==> src/rtl/mem_port_arbiter.sv <==
// Arbiter sharing one single-ported memory between fetch and mem-access stages.
// Data wins by default; a saturating starvation counter forces fetch progress.
module mem_port_arbiter #(
  parameter int INSTR_WIDTH    = 32,
  parameter int MEM_ADDR_WIDTH = 32,
  parameter int STARVE_LIMIT   = 4
) (
  input  logic                      clk,
  input  logic                      rst,
  input  logic                      if_req,
  input  logic [MEM_ADDR_WIDTH-1:0] if_addr,
  input  logic                      if_flush,
  output logic [INSTR_WIDTH-1:0]    if_rdata,
  output logic                      if_valid,
  output logic                      if_stall,
  input  logic                      d_req,
  input  logic                      d_we,
  input  logic [MEM_ADDR_WIDTH-1:0] d_addr,
  input  logic [INSTR_WIDTH-1:0]    d_wdata,
  output logic [INSTR_WIDTH-1:0]    d_rdata,
  output logic                      d_valid,
  output logic                      d_stall,
  output logic                      mem_req,
  output logic                      mem_we,
  output logic [MEM_ADDR_WIDTH-1:0] mem_addr,
  output logic [INSTR_WIDTH-1:0]    mem_wdata,
  input  logic [INSTR_WIDTH-1:0]    mem_rdata,
  input  logic                      mem_ack
);

  localparam int CW = $clog2(STARVE_LIMIT + 1);

  localparam logic [1:0] S_IDLE  = 2'd0;
  localparam logic [1:0] S_IF    = 2'd1;
  localparam logic [1:0] S_D     = 2'd2;
  localparam logic [1:0] S_DROP  = 2'd3;

  logic [1:0]    r_state;
  logic [CW-1:0] r_starve_cnt;
  logic          r_done;

  logic w_arb;
  logic w_starved;
  logic w_if_win;
  logic w_grant_if;
  logic w_grant_d;

  // r_done blocks arbitration on the completion cycle, so a request
  // still held while its valid pulses is not granted a second time.
  assign w_arb      = (r_state == S_IDLE) && !r_done && (if_req || d_req);
  assign w_starved  = (r_starve_cnt == CW'(STARVE_LIMIT));
  assign w_if_win   = if_req && (!d_req || w_starved);
  assign w_grant_if = w_arb && w_if_win;
  assign w_grant_d  = w_arb && !w_if_win;

  assign if_stall = rst && if_req && !if_valid;
  assign d_stall  = rst && d_req && !d_valid;

  always_ff @(posedge clk or negedge rst) begin
    if (!rst) begin
      r_state      <= S_IDLE;
      r_starve_cnt <= '0;
      r_done       <= 1'b0;
      mem_req      <= 1'b0;
      mem_we       <= 1'b0;
      mem_addr     <= '0;
      mem_wdata    <= '0;
      if_rdata     <= '0;
      if_valid     <= 1'b0;
      d_rdata      <= '0;
      d_valid      <= 1'b0;
    end else begin
      if_valid <= 1'b0;
      d_valid  <= 1'b0;
      r_done   <= 1'b0;
      case (r_state)
        S_IDLE: begin
          if (w_grant_if) begin
            mem_req      <= 1'b1;
            mem_we       <= 1'b0;
            mem_addr     <= if_addr;
            mem_wdata    <= '0;
            r_starve_cnt <= '0;
            r_state      <= if_flush ? S_DROP : S_IF;
          end else if (w_grant_d) begin
            mem_req   <= 1'b1;
            mem_we    <= d_we;
            mem_addr  <= d_addr;
            mem_wdata <= d_wdata;
            if (if_req && !w_starved)
              r_starve_cnt <= r_starve_cnt + CW'(1);
            r_state   <= S_D;
          end
        end
        S_IF: begin
          if (mem_ack) begin
            mem_req <= 1'b0;
            r_done  <= 1'b1;
            r_state <= S_IDLE;
            if (!if_flush) begin
              if_valid <= 1'b1;
              if_rdata <= mem_rdata;
            end
          end else if (if_flush) begin
            r_state <= S_DROP;
          end
        end
        S_D: begin
          if (mem_ack) begin
            mem_req <= 1'b0;
            r_done  <= 1'b1;
            d_valid <= 1'b1;
            if (!mem_we)
              d_rdata <= mem_rdata;
            r_state <= S_IDLE;
          end
        end
        default: begin
          if (mem_ack) begin
            mem_req <= 1'b0;
            r_done  <= 1'b1;
            r_state <= S_IDLE;
          end
        end
      endcase
    end
  end

endmodule

==> config.mk <==
export PLATFORM = sky130hd
export DESIGN_NAME = mem_port_arbiter
export DESIGN_NICKNAME = d
export VERILOG_FILES = /design/src/rtl/mem_port_arbiter.sv
export SDC_FILE = /design/constraint.sdc
export NUM_CORES = 1
export LEC_CHECK = 0
export BUFFER_PORTS_ARGS = -buffer_cell sky130_fd_sc_hd__buf_2
export CAP_MARGIN = 10
export CORE_MARGIN = 4
export CORE_UTILIZATION = 49
export DETAILED_ROUTE_END_ITERATION = 8
export GPL_TIMING_DRIVEN = 0
export PLACE_DENSITY = 0.86
export SKIP_LAST_GASP = 1
export SYNTH_ARGS = -nofsm -noshare
export SYNTH_HDL_FRONTEND = slang
export SYNTH_SLANG_ARGS = --single-unit
==> constraint.sdc <==
create_clock -name clk -period 4.2 [get_ports clk]
set_input_delay 0.21 -clock clk [delete_from_list [all_inputs] [get_ports clk]]
set_output_delay 0.21 -clock clk [all_outputs]
set_load 0.02 [all_outputs]
==> flow_summary.yaml <==
status:
  status: "finished clean"
timing:
  slew_viol_final: 0
  fin_skew_ns: 0.00749
  grt_setup_unrepaired: "no"
  fmax_mhz: 440
  worstMarginPinSlew_ns: 0.653
  relSlewSlack_pct: 56.4
  fin_crit_ns: 2.27
  tns_ns: 0
  setup_viol: 0
  min_period_over_period_pct: 54.1
  hold_viol_final: 0
clock_network:
  clk_pin_slew_ns: 0.06
  max-clock-path-buffers: 2
  cts_tree: "done"
  post_cts_buffers: 0
  clockRootBuffer: "clkbuf_8"
  cts_made_buffers: 17
  clkLatencyLatePin_ns: 0.52
  cts.htree.levels: 4
  clkSinkCount: 138
yosys:
  yosys.area.top_type: "dfrtp_1"
  yosysSeqAreaShare_pct: 63.6
  synth_most_common_cell: "dfrtp_1"
  ys_ff_latch: 138
  netlist_area_mm2: 0.00543
  synthMuxAreaShare_pct: 13.5
  synthTopCellsByCount: "dfrtp_1 (138), mux2_2 (62), a22o_1 (34)"
  ys_async_sr_fraction_pct: 100
  yosysWarnings: 0
  synth-edff-count: 0
  synth-simple-area-share_pct: 6.38
  synth_compound_area_share_pct: 12.9
  synthDistinctLibCells: 30
  synth_fa_ha_area_share_pct: 0.461
  synthCells: 362
  ys_top_cells_by_area: "dfrtp_1 (64%), mux2_2 (13%), a221o_1 (5.9%)"
  synth_xor_area_share_pct: 0
  synth_top_family_by_area: "multiplexers"
  synthFlopType: "dfrtp_1"
  avgSynthCellArea_um2: 15.0
  synth_top_area_share_pct: 63.6
  synth_fp_nets: 499
setup_path:
  cpMaxStageDelayCell: "dlygate4sd3_1"
  start_kind: "input pin"
  crit_fanout: 94
  slowest_delay_ns: 0.55
  required_ns: 3.99
  critPathTopFamily: "buffers and inverters"
  cp.arrival_ns: 2.06
  worst_setup_path_end_kind: "output pin"
  path_class: "input pin to output pin"
  worstPathCellList: "dlygate4sd3_1 -> buf_6 -> buf_16 -> nand2_1 -> nor2_1 -> buf_2"
  cp_num_buf_inv: 4
layout:
  areaGrowthSynthToFinish_pct: 57.9
  nets: 886
  final_area_mm2: 0.00858
  finish.utilization_pct: 79.1
  fin_cells: 904
  final_layout_size_suffix_gt1_share_pct: 51.0
global_route:
  antenna_found_initial: 3
  grt_first_pass_wirelength_um: 31200
  grt_pass1_vias: 5640
  grt_max_degree: 95
  grtUsageTotal_pct: 32.0
  overflow: 0
route:
  drtAntennaViolNets: 0
  vias: 5068
  post_drt_wl_per_cell_um: 22.3
  drt_iter0_markers: 379
  first_pass_iters: 7
  drc: 0
  routed_wirelength_um: 20200
  viasPerCell: 5.61
die:
  fp.dieW_um: 113
  die_h_um: 113
  initial_core_util_pct: 50.1
  floorplan.die_area_mm2: 0.0128
  num_rows: 38
  core_area_mm2: 0.0108
  ios: 269
placed_design:
  dp_cells: 771
  postPlaceCellArea_mm2: 0.00698
  port_buffers: 268
  gp_congestion: 0.910
  dp_hpwl_um: 12100
power:
  p_total_uw: 6760
  peakVddDrop_uv: 587
  p_leak_uw: 0.00428
  power_density_mw_per_mm2: 788
job:
  max_cap_violations: 0
worst_hold_path:
  hold_path.class: "input pin to flop"
cells by family (layout without fill, tap and decap cells):
group | after synthesis | after routing
AND/OR/NAND/NOR | 46 | 46
multiplexers | 65 | 65
AO/OA/AOI/OAI | 77 | 77
adder cells (fa/ha/maj) | 2 | 2
other | 0 | 2
buffers and inverters | 34 | 434
flip-flops | 138 | 138
per-stage QoR:
step	setup slack [ns]	hold WS, ns
2_1_floorplan	2.56	-0.0856
3_3_place_gp	0.890	0.431
3_5_place_dp	2.14	0.164
4_1_cts	1.90	0.0263
5_1_grt	1.76	0.0632
6_report	1.93	0.0468
worst register-to-register path: stages, from the launching register on:
cell and delay [ns]:
dfrtp_1 0.35, inv_1 0.07, ha_1 0.23, a21boi_1 0.52
buf_2 0.35, nor3b_1 0.11, a221o_1 0.30
registers in the layout, summed over array words and instances, names as in the netlist:
name          cells
d_rdata          32
if_rdata         32
mem_addr         32
mem_wdata        32
r_starve_cnt      3
r_state           2
d_valid           1
if_valid          1
mem_req           1
mem_we            1
r_done            1
final timing paths:
| check | start | end | slack (ns) | cells past startpoint |
|---|---|---|---|---|
| setup / recovery | rst | if_stall | 1.93 | 6 |
| hold / removal | if_addr[29] | mem_addr[29] | 0.05 | 3 |
| setup reg to reg | r_starve_cnt[0] | mem_addr[14] | 2.14 | 6 |
| hold reg to reg | d_rdata[6] | d_rdata[6] | 0.49 | 1 |
| max in group asynchronous | rst | if_rdata[11] | 3.18 | 3 |
| min in group asynchronous | rst | if_rdata[8] | 0.20 | 2 |
placed cells by master, fill, tap and decap left out, types with 2 or more instances in the layout:
cell           instances
mux2_2                62
buf_2                281
a22o_1                34
inv_1                  6
nor2_1                 4
a221o_1               32
nor3_1                 2
clkbuf_16             16
dlygate4sd3_1         99
mux2_1                 3
buf_6                  3
clkbuf_1               9
bufinv_16              2
clkbuf_8               8
nor3b_1               29
dfrtp_1              138
ha_1                   2
nand2_1                5
buf_4                  3
o22ai_1                2
clkinv_2               3
a21oi_1                2
diode_2                2
nor3b_2                3
report_power, final:
part	total, uW	switching, uW	internal, uW
Sequential	2370	413	1950
Clock	1500	542	954
Combinational	2900	1720	1180
layer usage:
layer	share of wire (%)	global-route usage [%]	vias to the layer above	wire length [um]
met2	52	56.1	342	10500
met5	0.055	0	-	11
met3	9.6	11.3	60	1940
li1	-	-	2141	-
met4	3.3	13.2	2	656
met1	35	35.3	2523	7080
timing repair:
| item | 4_1_cts | 5_1_grt |
|---|---|---|
| hold buffers | 99 | 0 |
| gates resized for setup | 0 | 0 |
| hold endpoints to repair | 177 | 0 |
layout make-up:
cell class              instances  area (um^2)
diodes                          2         5.00
plain buffers                  27          145
clock buffers                  26          518
clock inverters                 6         82.6
fillers                       597         2260
inverters                       7         26.3
multi-input cells             190         1810
flip-flops and latches        138         3450
well taps                     140          175
repair buffers                368         2370
(Power assumes the default switching activity.)
